--- config.mk ---
export PLATFORM = sky130hd
export DESIGN_NAME = i2c_arbiter
export DESIGN_NICKNAME = d
export VERILOG_FILES = /design/src/rtl/i2c_arbiter.sv
export SDC_FILE = /design/constraint.sdc
export NUM_CORES = 1
export LEC_CHECK = 0
export ABC_AREA = 1
export CAP_MARGIN = 25
export CORE_ASPECT_RATIO = 0.8
export CORE_MARGIN = 2
export CORE_UTILIZATION = 41
export CTS_CLUSTER_SIZE = 25
export DETAILED_ROUTE_END_ITERATION = 6
export GPL_ROUTABILITY_DRIVEN = 1
export GPL_TIMING_DRIVEN = 0
export PLACE_DENSITY_LB_ADDON = 0.15
export SLEW_MARGIN = 20
export SYNTH_ARGS = -nofsm -noshare
export SYNTH_HDL_FRONTEND = slang
export SYNTH_SLANG_ARGS = --single-unit
--- constraint.sdc ---
create_clock -name clk -period 1.5 [get_ports clk]
set_input_delay 0.225 -clock clk [delete_from_list [all_inputs] [get_ports clk]]
set_output_delay 0.225 -clock clk [all_outputs]
set_load 0.005 [all_outputs]
--- src/rtl/i2c_arbiter.sv ---
// i2c_arbiter: round-robin sharing of one I2C byte-transfer driver between
// N_REQ clients. One client is granted per transfer; its command is frozen
// onto the driver interface and the result is returned to that client only.
// Optional watchdog on the WAIT state is compiled in with I2C_ARB_TIMEOUT_EN.
module i2c_arbiter #(
   parameter int unsigned N_REQ       = 2,
   parameter int unsigned TIMEOUT_CYC = 65535
) (
   input  logic                 clk,
   input  logic                 rst,
   input  logic [N_REQ-1:0]     req_vld,
   input  logic [16*N_REQ-1:0]  req_addr,
   input  logic [8*N_REQ-1:0]   req_data_w,
   input  logic [N_REQ-1:0]     req_rh_wl,
   output logic [N_REQ-1:0]     req_done,
   output logic                 req_ack,
   output logic [7:0]           req_data_r,
   output logic                 i2c_exec,
   output logic [15:0]          i2c_addr,
   output logic [7:0]           i2c_data_w,
   output logic                 i2c_rh_wl,
   input  logic                 i2c_done,
   input  logic                 i2c_ack,
   input  logic [7:0]           i2c_data_r,
   output logic                 busy,
   output logic [2:0]           grant_id,
   output logic                 timeout
);

   if (N_REQ < 2 || N_REQ > 8 || TIMEOUT_CYC > 65535) begin : g_bad_cfg
      $error("i2c_arbiter: N_REQ must be 2..8 and TIMEOUT_CYC must fit 16 bits");
   end

   typedef enum logic [1:0] {
      S_IDLE,
      S_ISSUE,
      S_WAIT,
      S_RESP
   } state_t;

   state_t           state_q;
   logic [2:0]       rr_q;
   logic [2:0]       grant_q;
   logic             exec_q;
   logic [15:0]      addr_q;
   logic [7:0]       data_w_q;
   logic             rh_wl_q;
   logic [N_REQ-1:0] done_q;
   logic             ack_q;
   logic [7:0]       data_r_q;
   logic             busy_q;

   logic             win_vld;
   logic [2:0]       win_idx;
   logic [15:0]      sel_addr;
   logic [7:0]       sel_data_w;
   logic             sel_rh_wl;
   logic [N_REQ-1:0] done_onehot;

`ifdef I2C_ARB_TIMEOUT_EN
   logic [15:0]      wait_cnt_q;
   logic             timeout_q;
`endif

   // Round-robin search: first requester strictly after the last winner, wrapping.
   always_comb begin
      win_vld = 1'b0;
      win_idx = '0;
      for (int unsigned i = 1; i <= N_REQ; i++) begin
         for (int unsigned k = 0; k < N_REQ; k++) begin
            if (!win_vld && (k == (32'(rr_q) + i) % N_REQ) && req_vld[k]) begin
               win_vld = 1'b1;
               win_idx = 3'(k);
            end
         end
      end
   end

   // Command mux for the winner, and one-hot completion vector for the current grant.
   always_comb begin
      sel_addr    = '0;
      sel_data_w  = '0;
      sel_rh_wl   = 1'b0;
      done_onehot = '0;
      for (int unsigned k = 0; k < N_REQ; k++) begin
         if (win_idx == 3'(k)) begin
            sel_addr   = req_addr[16*k +: 16];
            sel_data_w = req_data_w[8*k +: 8];
            sel_rh_wl  = req_rh_wl[k];
         end
         done_onehot[k] = (grant_q == 3'(k));
      end
   end

   // Transfer FSM with registered outputs. req_done is raised on the WAIT->RESP
   // edge so it is visible during RESP; a client dropping req_vld right after
   // seeing it is therefore never re-granted by the following IDLE cycle.
   always_ff @(posedge clk) begin
      if (rst) begin
         state_q  <= S_IDLE;
         rr_q     <= 3'(N_REQ - 1);
         grant_q  <= '0;
         exec_q   <= 1'b0;
         addr_q   <= '0;
         data_w_q <= '0;
         rh_wl_q  <= 1'b0;
         done_q   <= '0;
         ack_q    <= 1'b0;
         data_r_q <= '0;
         busy_q   <= 1'b0;
`ifdef I2C_ARB_TIMEOUT_EN
         wait_cnt_q <= '0;
         timeout_q  <= 1'b0;
`endif
      end else begin
         exec_q <= 1'b0;
         done_q <= '0;
`ifdef I2C_ARB_TIMEOUT_EN
         timeout_q <= 1'b0;
`endif
         case (state_q)
            S_IDLE: begin
               if (win_vld) begin
                  grant_q  <= win_idx;
                  rr_q     <= win_idx;
                  addr_q   <= sel_addr;
                  data_w_q <= sel_data_w;
                  rh_wl_q  <= sel_rh_wl;
                  busy_q   <= 1'b1;
                  state_q  <= S_ISSUE;
               end
            end
            S_ISSUE: begin
               exec_q  <= 1'b1;
`ifdef I2C_ARB_TIMEOUT_EN
               wait_cnt_q <= '0;
`endif
               state_q <= S_WAIT;
            end
            S_WAIT: begin
               if (i2c_done) begin
                  ack_q    <= i2c_ack;
                  data_r_q <= i2c_data_r;
                  done_q   <= done_onehot;
                  state_q  <= S_RESP;
               end
`ifdef I2C_ARB_TIMEOUT_EN
               else if (wait_cnt_q == 16'(TIMEOUT_CYC)) begin
                  ack_q     <= 1'b1;
                  data_r_q  <= 8'hFF;
                  done_q    <= done_onehot;
                  timeout_q <= 1'b1;
                  state_q   <= S_RESP;
               end else begin
                  wait_cnt_q <= wait_cnt_q + 16'd1;
               end
`endif
            end
            S_RESP: begin
               busy_q  <= 1'b0;
               state_q <= S_IDLE;
            end
            default: begin
               busy_q  <= 1'b0;
               state_q <= S_IDLE;
            end
         endcase
      end
   end

   assign req_done   = done_q;
   assign req_ack    = ack_q;
   assign req_data_r = data_r_q;
   assign i2c_exec   = exec_q;
   assign i2c_addr   = addr_q;
   assign i2c_data_w = data_w_q;
   assign i2c_rh_wl  = rh_wl_q;
   assign busy       = busy_q;
   assign grant_id   = grant_q;
`ifdef I2C_ARB_TIMEOUT_EN
   assign timeout    = timeout_q;
`else
   assign timeout    = 1'b0;
`endif

endmodule
==> results of run 1 <==
report_power, final:
part	internal [mW]	total (mW)	switching, mW	leakage (nW)
logic	1.44	2.77	1.33	1.26
registers	1.52	1.73	0.213	0.347
clock network	0.329	0.737	0.409	0.0452
per-stage QoR:
stage          util (%)  std cells  hold WS, ns  power [mW]  setup TNS [ns]
2_1_floorplan         -        359       0.2941       3.231               0
3_3_place_gp      64.85        523       0.4654       4.378          -6.735
3_5_place_dp      64.85        523       0.4778       4.453          -7.396
4_1_cts           66.87        532       0.4941       5.235               0
5_1_grt           67.22        532       0.5270       5.702        -0.01362
6_report          67.22        532       0.4915       5.236               0
registers in the layout (all words and copies together) (netlist names):
signal,count
state_q,2
i2c_addr,16
req_done,2
req_ack,1
i2c_exec,1
req_data_r,8
grant_id,1
i2c_rh_wl,1
busy,1
i2c_data_w,8
rr_q,1
how the worst max path moves through the flow:
stage                start  cells after the start            end  slack, ns
2_1_floorplan   state_q[0]                      7    i2c_addr[0]       0.20
3_3_place_gp           rst                      6   i2c_addr[14]      -0.36
3_5_place_dp           rst                      6  i2c_data_w[1]      -0.40
4_1_cts        grant_id[0]                      2    grant_id[0]       0.02
5_1_grt         state_q[0]                      6     state_q[1]      -0.01
6_report       grant_id[0]                      2    grant_id[0]       0.04
cells by family (layout without fill, tap and decap cells):
kind of cell | after synthesis | after routing | share of synthesized area [%]
AO/OA/AOI/OAI | 15 | 15 | 3.619
adder cells (fa/ha/maj) | 4 | 4 | 2.298
buffers and inverters | 81 | 192 | 15.51
flip-flops | 42 | 42 | 38.60
other | 1 | 3 | 0.1721
AND/OR/NAND/NOR | 214 | 214 | 39.81
metal layers:
metal | vias to the layer above | wire (um) | part of all wire [%] | GRT usage, %
met4 | 0 | 54 | 0.93 | 4.233
met3 | 5 | 494 | 8.5 | 6.548
met1 | 1002 | 2569 | 44 | 23.78
met2 | 71 | 2680 | 46 | 35.50
met5 | - | 0 | 0 | 0
li1 | 1263 | - | - | -
cell usage in the layout (no fill, tap or decap), types with 2 or more instances in the layout:
cell type | netlist | routed
conb_1 | 1 | 3
a21oi_1 | 4 | 4
inv_1 | 59 | 59
ha_1 | 4 | 3
clkbuf_1 | 5 | 2
dfxtp_1 | 42 | 41
buf_4 | 6 | 7
clkbuf_8 | 0 | 5
o21ai_0 | 10 | 10
nand2_1 | 85 | 85
buf_6 | 0 | 2
clkdlybuf4s50_1 | 0 | 102
clkbuf_2 | 0 | 3
nand3_1 | 28 | 28
buf_2 | 9 | 9
nor2_1 | 96 | 96
timing repair:
action | CTS | global route
endpoints found under the setup margin | 21 | 28
pin swaps | 0 | 1
buffers inserted | 1 | 0
gates cloned | 0 | 0
gates resized for setup | 5 | 11
final cells by class:
type | count | share of cell area [%]
plain buffers | 21 | 3.859
well taps | 62 | 2.279
inverters | 60 | 6.725
flip-flops and latches | 42 | 24.73
repair buffers | 103 | 30.21
clock buffers | 6 | 2.132
clock inverters | 2 | 0.4043
multi-input cells | 236 | 29.66
worst register-to-register path, stage by stage, from the launching register on:
cell and delay, ns:
dfxtp_1 0.34, inv_1 0.12, ha_2 0.26, buf_6 0.16, nand4_1 0.19, a21oi_1 0.18
nor2_1 0.05
==> impl_results.md, run 1 <==
- Outcome: finished clean
- Worst reg-to-reg path cell count: 6
- Worst R2R End: state_q[1]
- Setup violators final: 0
- Final slew viol count: 0
- DP Wirelength: 4343 um
- Final hold violation count: 0
- First-pass GRT wire length: 9660 um
- Full die area: 5916 um^2
- Worst-skew pair later-pin latency: 0.30 ns
- Yosys top cell by area: dfxtp_1
- Die Height: 69.20 um
- Netlist Area Pre-Place: between 2000 and 2500 um^2
- Slowest Stage Delay on Critical Path: about 0.50 ns
- Buffers on Ports: just over 100
- Cell family with most CP delay: buffers and inverters
- Area share of the leading cell type in the synthesized netlist: slightly below 40%
- Critical path endpoint category: primary output
- WL/cell: 10.90 um
- Drt pass-1 iters: 4
- Total clock sinks: 42
- Top post-synthesis cells by area: dfxtp_1, nor2_1, nand2_1, inv_1, nand3_1
- Crit path launch type: flop
- Top-count cell post-synth: nor2_1
- # rows: 23
- H-Tree Depth: 2
- Fin worst setup slack: 0.03790 ns
- Area after DPL: 3284 um^2
- Worst EP required: 1.27 ns
- Synth-to-Final Area Change: 56.29%
- Storage element area: approximately 840 um^2
- Crit-path cells: buf_4, clkdlybuf4s50_1
- Multi-input gate area: 1010 um^2
- Register area share after synthesis: 38.60%
- Congestion Overflow GR: 0
- Slowest CP cell: clkdlybuf4s50_1
- Nets@finish: 537
- Vias: between 2000 and 2500
- Final wirelength: between 5000 and 6000 um
- P_leak: around 1.6 nW
- Max Freq: between 600 and 700 MHz
- Synth Flop Type: dfxtp_1
- Distinct cells, synth: 20
- Routability cong.: 0.8063
- Tcrit/Tclk final: 97.47%
- Drt via density: roughly 4.4
- Initial antenna violation count: 0
- Layout fillers: 473
- Pre-CTS setup slack: -0.4027 ns
- Hold_buf cts: 0
- Max-cap viol count: 0
- Arrival @ worst endpoint: about 1.2 ns
- Drt drc: 0
- Antenna violation net count after detailed routing: 0
- Pin count of the biggest net entering global routing: 14
- Clock Skew: 0.008770 ns
- Synth Instances: roughly 360
- Worst hold stages: 2
- TritonCTS Buffers: 5
- Starting DRT DRC Count: 54
- Die Wd: 85.50 um
- Number of enable flip-flop cells after synthesis: 0
- Total Routing Usage GR: between 20% and 30%
- Min-delay src: req_data_r[3]
- Critical path buffers and inverters: 2
- Period minus WS final: 1.462 ns
- Flop-to-flop setup slack: 0.11 ns
- Seq cells post-synth: 42
- Hold Path Sink: req_data_r[3]
- Inserted Diodes: 0
- Min-Delay Path Class: flop to flop
- Io pins: roughly 110
- Clk buf depth: 2
- Vias in the first global route: 2211
- Yosys warns: 0
- Worst IR drop on VDD: 0.7484 mV
- Power Density: 1538 nW/um^2
- Average cell area after synthesis: 6.102 um^2
- Critical path peak fanout: 2
- Most instantiated cells after synthesis: nor2_1, nand2_1, inv_1
- Core outline area: around 5000 um^2
- Initial Util: 43.01%
- Worst R2R Start: state_q[0]
- Synth async-reset ratio: 0%
- Final design area excluding fillers: 3405 um^2
- Share of post-route cells with drive strength above 1: approximately 7.2%
- Critical path type: flop to primary output
- Clk Tree Root Cell: clkbuf_8
- Clock Pin Slew Worst Setup and Hold Paths: 0.08 ns
- CTS tree: done
No activity file was read; power rests on OpenSTA's default activity.
==> inputs of run 2 (changes only) <==
- SETUP_SLACK_MARGIN: unset -> 0.05
==> run 2 against run 1 <==
Clock power hardly changed; critical endpoint is now i2c_addr[0]; sequential cell count is the same; power increased by 1.3%; non-clock buffer count rose by 1.
==> impl_results.md, run 2 (synthesis gave the netlist of run 1 again) <==
- Outcome: finished clean (unchanged)
- Final slew viol count: 0 (unchanged)
- Final hold slack: 0.4898 ns (was 0.4915 ns)
- Setup TNS: 0 ns (unchanged)
- RSZ-0062 raised after global routing: true
- Final design area excluding fillers: 3431 um^2 (was 3405 um^2)
- Fin worst setup slack: 0.09697 ns (was 0.03790 ns)
- Die Wd: 85.50 um (unchanged)
- Drt pass-1 iters: 4 (unchanged)
- Core outline area: 5065 um^2 (unchanged)
- Final wirelength: 5901 um (was 5799 um)
- Power Density: 1545 nW/um^2 (was 1538 nW/um^2)
- Pin count of the biggest net entering global routing: 14 (unchanged)
- Final hold violation count: 0 (unchanged)
- Most frequent cells in the layout: clkdlybuf4s50_1, nor2_1, nand2_1 (unchanged)
- Antenna violation net count after detailed routing: 0 (unchanged)
- Power, Total: 5.302 mW (was 5.236 mW)
- CTS tree: done (unchanged)
- Critical path endpoint category: primary output (unchanged)
- Worst R2R End: req_ack (was state_q[1])
- Max Freq: 712.7 MHz (was 683.9 MHz)
- P_leak: 1.662 nW (was 1.649 nW)
- Max reg flops: 16 (unchanged)
- Max-cap viol count: 0 (unchanged)
- Tcrit/Tclk final: 93.54% (was 97.47%)
- Critical path buffers and inverters: 1 (was 2)
- Starting DRT DRC Count: 54 (unchanged)
- Worst IR drop on VDD: 0.7408 mV (was 0.7484 mV)
- Arrival @ worst endpoint: 1.18 ns (was 1.24 ns)
- Inserted Diodes: 0 (unchanged)
- Full die area: 5916 um^2 (unchanged)
- Initial Util: 43.01% (unchanged)
- Clock Pin Slew Worst Setup and Hold Paths: 0.09 ns (was 0.08 ns)
- Drt via density: 4.373 (was 4.400)
- Crit-path cells: clkdlybuf4s50_1 (was buf_4, clkdlybuf4s50_1)
- Worst EP required: 1.27 ns (about the same)
- Flop-to-flop setup slack: 0.13 ns (was 0.11 ns)
- First-pass GRT wire length: 9673 um (was 9660 um)
- Min-Delay Path Class: flop to flop (unchanged)
- Worst path depth: 1 (was 2)
- Fin cells: 534 (was 532)
- Vias in the first global route: 2212 (was 2211)
- Routability cong.: 0.8063 (unchanged)
- Slowest Stage Delay on Critical Path: 0.51 ns (was 0.50 ns)
- # rows: 23 (unchanged)
- Worst R2R Start: state_q[0] (unchanged)
- Congestion Overflow GR: 0 (unchanged)
- Worst-skew pair later-pin latency: 0.31 ns (was 0.30 ns)
- Final design utilization: 67.74% (was 67.22%)
- Critical path type: flop to primary output (unchanged)
- Total Routing Usage GR: 20.15% (was 20.13%)
- H-Tree Depth: 2 (unchanged)
- Io pins: 106 (unchanged)
- Critical Path Source: i2c_addr[0] (was grant_id[0])
- Cell family with most CP delay: buffers and inverters (unchanged)
- Setup violators final: 0 (unchanged)
- TritonCTS Buffers: 5 (unchanged)
- DP Wirelength: 4343 um (unchanged)
- Clk Tree Root Cell: clkbuf_8 (unchanged)
- Total clock sinks: 42 (unchanged)
- Share of post-route cells with drive strength above 1: 8.051% (was 7.234%)
- Clock Skew: 0.009964 ns (was 0.008770 ns)
- Period minus WS final: 1.403 ns (was 1.462 ns)
- Pre-CTS setup slack: -0.4027 ns (unchanged)
- Slowest CP cell: clkdlybuf4s50_1 (unchanged)
- Vias: 2335 (was 2341)
- Critical path peak fanout: 2 (unchanged)
- Initial antenna violation count: 0 (unchanged)
- CP Capture Point: i2c_addr[0] (was grant_id[0])
- Nets@finish: 539 (was 537)
- Dpl cells: 523 (unchanged)
- Area after DPL: 3284 um^2 (unchanged)
- Synth-to-Final Area Change: 57.50% (was 56.29%)
- Clk buf depth: 2 (unchanged)
- Buffers on Ports: 102 (unchanged)
- WL/cell: 11.05 um (was 10.90 um)
- Commonest non-fill, non-tap cell in the layout: clkdlybuf4s50_1 (unchanged)
- Drt drc: 0 (unchanged)
- Die Height: 69.20 um (unchanged)
- Worst reg-to-reg path cell count: 6 (unchanged)
- Crit path launch type: flop (unchanged)
[run 2: changes by cell type in the layout (fill, tap and decap cells not counted), sizes merged]
cell	before	now
clkinvlp	1	2
buf	18	19
clkdlybuf4s50	102	101
dlygate4sd2	0	1
[run 2: worst min-delay path by stage]
stage               endpoint  cells after the start          start  slack (ns)
2_1_floorplan    grant_id[0]                      1            rst        0.29
3_3_place_gp   req_data_r[6]                      2  req_data_r[6]        0.47
3_5_place_dp   req_data_r[3]                      2  req_data_r[3]        0.48
4_1_cts        req_data_r[3]                      2  req_data_r[3]        0.49
5_1_grt        req_data_r[4]                      2  req_data_r[4]        0.53
6_report       req_data_r[3]                      2  req_data_r[3]        0.49
[run 2: area by class of cell]
type,instances,area [um^2]
buffer,21,133.9
clock buffer,6,72.57
clock inverter,2,13.76
fill,471,1634
inverter,60,229.0
multi-input combinational,236,1022
sequential,42,842.1
tap,62,77.57
timing repair buffer,104,1035
timing repair inverter,1,5.005
[run 2: power breakdown]
part / internal, mW / leakage (nW) / switching [mW]
registers: 1.52 / 0.347 / 0.216
clock network: 0.329 / 0.0452 / 0.406
logic: 1.48 / 1.27 / 1.36
total: 3.32 / 1.66 / 1.98
[run 2: per-layer routing]
metal  global-route usage (%)  vias up  routed length, um
met5                        0        -                  0
met4                    4.233        0                 58
met3                    6.548        5                447
met2                    35.50       65               2787
met1                    23.85      997               2607
li1                         -     1268                  -
[run 2: timing repair]
item,in CTS,in global routing
setup endpoints to repair,24,30
gates cloned,0,1
hold buffers,0,0
resized for setup,8,15
buffers inserted,1,1
pin swaps,0,3
==> inputs of run 3 (changes only) <==
- ABC_AREA: 1 -> unset
- CORE_UTILIZATION: 41 -> 37
==> run 3 against run 2 <==
Clock skew shrank 0.0039 ns; first-iteration DRC count up 9.3%; synthesized cell count down 39%.
==> impl_results.md, run 3 <==
- Critical path type: flop to primary output (unchanged)
- Outcome: finished clean (unchanged)
- Cell family with most CP delay: buffers and inverters (unchanged)
- Mux contribution to synthesized area: 0.5674% (was 0%)
- Io pins: 106 (unchanged)
- Congestion Overflow GR: 0 (unchanged)
- Min-Delay Path Class: flop to flop (unchanged)
- RSZ-0062 raised after global routing: true (unchanged)
- Clock Skew: 0.006079 ns (was 0.009964 ns)
- Initial antenna violation count: 0 (unchanged)
- Synth async-reset ratio: 0% (unchanged)
- Initial Util: 38.38% (was 43.01%)
- Clk buf depth: 2 (unchanged)
- Vias in the first global route: 1643 (was 2212)
- Final design area excluding fillers: 3018 um^2 (was 3431 um^2)
- Final hold violation count: 0 (unchanged)
- Worst EP required: 1.27 ns (about the same)
- H-Tree Depth: 2 (unchanged)
- Setup violators final: 0 (unchanged)
- Most frequent cells in the layout: clkdlybuf4s50_1, a21oi_1, nand2_1 (was clkdlybuf4s50_1, nor2_1, nand2_1)
- Worst R2R End: i2c_addr[15] (was req_ack)
- Top-count cell post-synth: a21oi_1 (was nor2_1)
- Tcrit/Tclk final: 94.19% (was 93.54%)
- XOR/XNOR share of the synthesized area: 0% (unchanged)
- Total Routing Usage GR: 19.51% (was 20.15%)
- Seq cells post-synth: 42 (unchanged)
- Dpl cells: 383 (was 523)
- Reg power frac: 36.2% (was 32.7%)
- Clock Pin Slew Worst Setup and Hold Paths: 0.07 ns (was 0.09 ns)
- Share of post-route cells with drive strength above 1: 9.639% (was 8.051%)
- Pin count of the biggest net entering global routing: 12 (was 14)
- Drt via density: 4.819 (was 4.373)
- Die Height: 65.76 um (was 69.20 um)
- Largest family of logic cells by synthesized area: compound AO/OA/AOI/OAI gates (was simple AND/OR/NAND/NOR gates)
- Die Wd: 81.20 um (was 85.50 um)
- Critical Path Source: grant_id[0] (was i2c_addr[0])
- Top post-synthesis cells by area: dfxtp_1, a21oi_1, nand2_1, o21ai_0, buf_4 (was dfxtp_1, nor2_1, nand2_1, inv_1, nand3_1)
- Crit path launch type: flop (unchanged)
- Core outline area: 4597 um^2 (was 5065 um^2)
- Synth Instances: 219 (was 357)
- Final wirelength: 5174 um (was 5901 um)
- Area after DPL: 2868 um^2 (was 3284 um^2)
- Commonest non-fill, non-tap cell in the layout: clkdlybuf4s50_1 (unchanged)
- Layout fillers: 413 (was 471)
- Vias: 1889 (was 2335)
- CP Capture Point: grant_id[0] (was i2c_addr[0])
- Yosys warns: 0 (unchanged)
- Synth Flop Type: dfxtp_1 (unchanged)
- Total clock sinks: 42 (unchanged)
- Register area share after synthesis: 47.66% (was 38.60%)
- Buffers on Ports: 102 (unchanged)
- Pre-CTS setup slack: -0.2978 ns (was -0.4027 ns)
- Final design utilization: 65.65% (was 67.74%)
- Sw Share: 33.44% (was 37.32%)
- Compound-Gate Fraction of Synth Area: 29.22% (was 3.619%)
- Worst R2R Start: state_q[0] (unchanged)
- Netlist Area Pre-Place: 1764 um^2 (was 2178 um^2)
- TritonCTS Buffers: 5 (unchanged)
- Drt drc: 0 (unchanged)
- P_leak: 1.214 nW (was 1.662 nW)
- Most instantiated cells after synthesis: a21oi_1, nand2_1, dfxtp_1 (was nor2_1, nand2_1, inv_1)
- Final slew viol count: 0 (unchanged)
- First-pass GRT wire length: 7893 um (was 9673 um)
- DP Wirelength: 3818 um (was 4343 um)
- # rows: 22 (was 23)
- Hold_buf cts: 0 (unchanged)
- Post-Synth Adder-Cell Area: 2.837% (was 2.298%)
- Pint: 3.034 mW (was 3.323 mW)
- Max Freq: 707.8 MHz (was 712.7 MHz)
- Max-cap viol count: 0 (unchanged)
- Worst IR drop on VDD: 1.087 mV (was 0.7408 mV)
- Full die area: 5340 um^2 (was 5916 um^2)
- WL/cell: 13.20 um (was 11.05 um)
- Worst reg-to-reg path cell count: 6 (unchanged)
- Average cell area after synthesis: 8.056 um^2 (was 6.102 um^2)
- Synth Area in Simple Gates: 12.55% (was 39.80%)
- Distinct cells, synth: 23 (was 20)
- Fin cells: 392 (was 534)
- Nets@finish: 401 (was 539)
- Antenna violation net count after detailed routing: 0 (unchanged)
- Drt pass-1 iters: 4 (unchanged)
- Slowest CP cell: clkdlybuf4s50_1 (unchanged)
- Period minus WS final: 1.413 ns (was 1.403 ns)
- Comb pwr share: 48.1% (was 53.4%)
- CTS tree: done (unchanged)
- Slowest Stage Delay on Critical Path: 0.48 ns (was 0.51 ns)
- Max reg flops: 16 (unchanged)
- Crit-path cells: buf_4, clkdlybuf4s50_1 (was clkdlybuf4s50_1)
- Critical path endpoint category: primary output (unchanged)
- Inserted Diodes: 0 (unchanged)
- Clk Tree Root Cell: clkbuf_8 (unchanged)
- Starting DRT DRC Count: 59 (was 54)
- Clock share of power: 15.7% (was 13.9%)
- Arrival @ worst endpoint: 1.19 ns (was 1.18 ns)
- Worst-skew pair later-pin latency: 0.29 ns (was 0.31 ns)
- Power Density: 1511 nW/um^2 (was 1545 nW/um^2)
- Yosys top cell by area: dfxtp_1 (unchanged)
- Routability cong.: 0.7485 (was 0.8063)
- Flop-to-flop setup slack: 0.14 ns (was 0.13 ns)
- Number of enable flip-flop cells after synthesis: 0 (unchanged)
- Critical path peak fanout: 2 (unchanged)
- Area share of the leading cell type in the synthesized netlist: 47.66% (was 38.60%)
- P_sw: 1.524 mW (was 1.979 mW)
- Worst path depth: 2 (was 1)
- Fin worst setup slack: 0.08716 ns (was 0.09697 ns)
- Synth-to-Final Area Change: 71.06% (was 57.50%)
- Critical path buffers and inverters: 2 (was 1)
run 3: per-layer routing:
metal  GRT usage (%)  share of wire [%]  routed length [um]
met5               0                  0                   0
met4           6.992                1.3                  67
met3           6.731                8.5                 439
met2           29.03                 44                2278
met1           26.08                 46                2388
run 3: how the worst min path moves through the flow:
stage / startpoint / to / depth (start not counted)
4_1_cts: req_data_r[5] / req_data_r[5] / 2
2_1_floorplan: rst / i2c_exec / 1
3_3_place_gp: req_data_r[5] / req_data_r[5] / 2
5_1_grt: req_data_r[5] / req_data_r[5] / 2
3_5_place_dp: req_data_r[5] / req_data_r[5] / 2
6_report: req_data_r[5] / req_data_r[5] / 2
run 3: cell type report:
class                           instances  area [um^2]  share of cell area, %
Inverter                                3        11.26                 0.3731
Tap cell                               60        75.07                  2.488
Multi-Input combinational cell        158        828.3                  27.45
Buffer                                 17        122.6                  4.063
Clock buffer                            6        82.58                  2.736
Sequential cell                        42        842.1                  27.90
Timing Repair Buffer                  106         1056                  34.99
run 3: power by group through the flow:
| stage | registers (mW) | clock network [mW] | logic (mW) |
|---|---|---|---|
| final | 1.65 | 0.716 | 2.19 |
| after floorplan | 1.69 | 0 | 0.980 |
| after global routing | 1.70 | 0.773 | 2.41 |
| after global placement | 1.66 | 0 | 2.03 |
| after CTS | 1.65 | 0.732 | 2.16 |
| after detailed placement | 1.67 | 0 | 2.07 |
run 3: what timing repair did:
action,CTS,global route
resized for setup,8,11
pin swaps,0,0
buffers inserted,1,3
setup endpoints to repair,21,30
endpoints found under the hold margin,0,0
run 3: cells by family after synthesis:
group	Yosys count
adders and majority gates	4
muxes	1
buffers and inverters	21
and+or+nand+nor	56
AOI/OAI and AO/OA	94
DFF	42
other	1
run 3: worst reg2reg max path, delay by kind of cell (launching register included):
kind / cells / cell delay (ns)
buffers and inverters: 2 / 0.30
DFF: 1 / 0.39
AOI/OAI and AO/OA: 3 / 0.37
adders and majority gates: 1 / 0.19
run 3: stage by stage:
stage                     hold WS, ns  TNS, ns  total power, mW
after floorplan                0.2966        0            2.669
after global placement         0.4425   -4.590            3.698
after detailed placement       0.4458   -5.483            3.737
after CTS                      0.4563        0            4.540
after global routing           0.4705        0            4.884
final                          0.4540        0            4.559
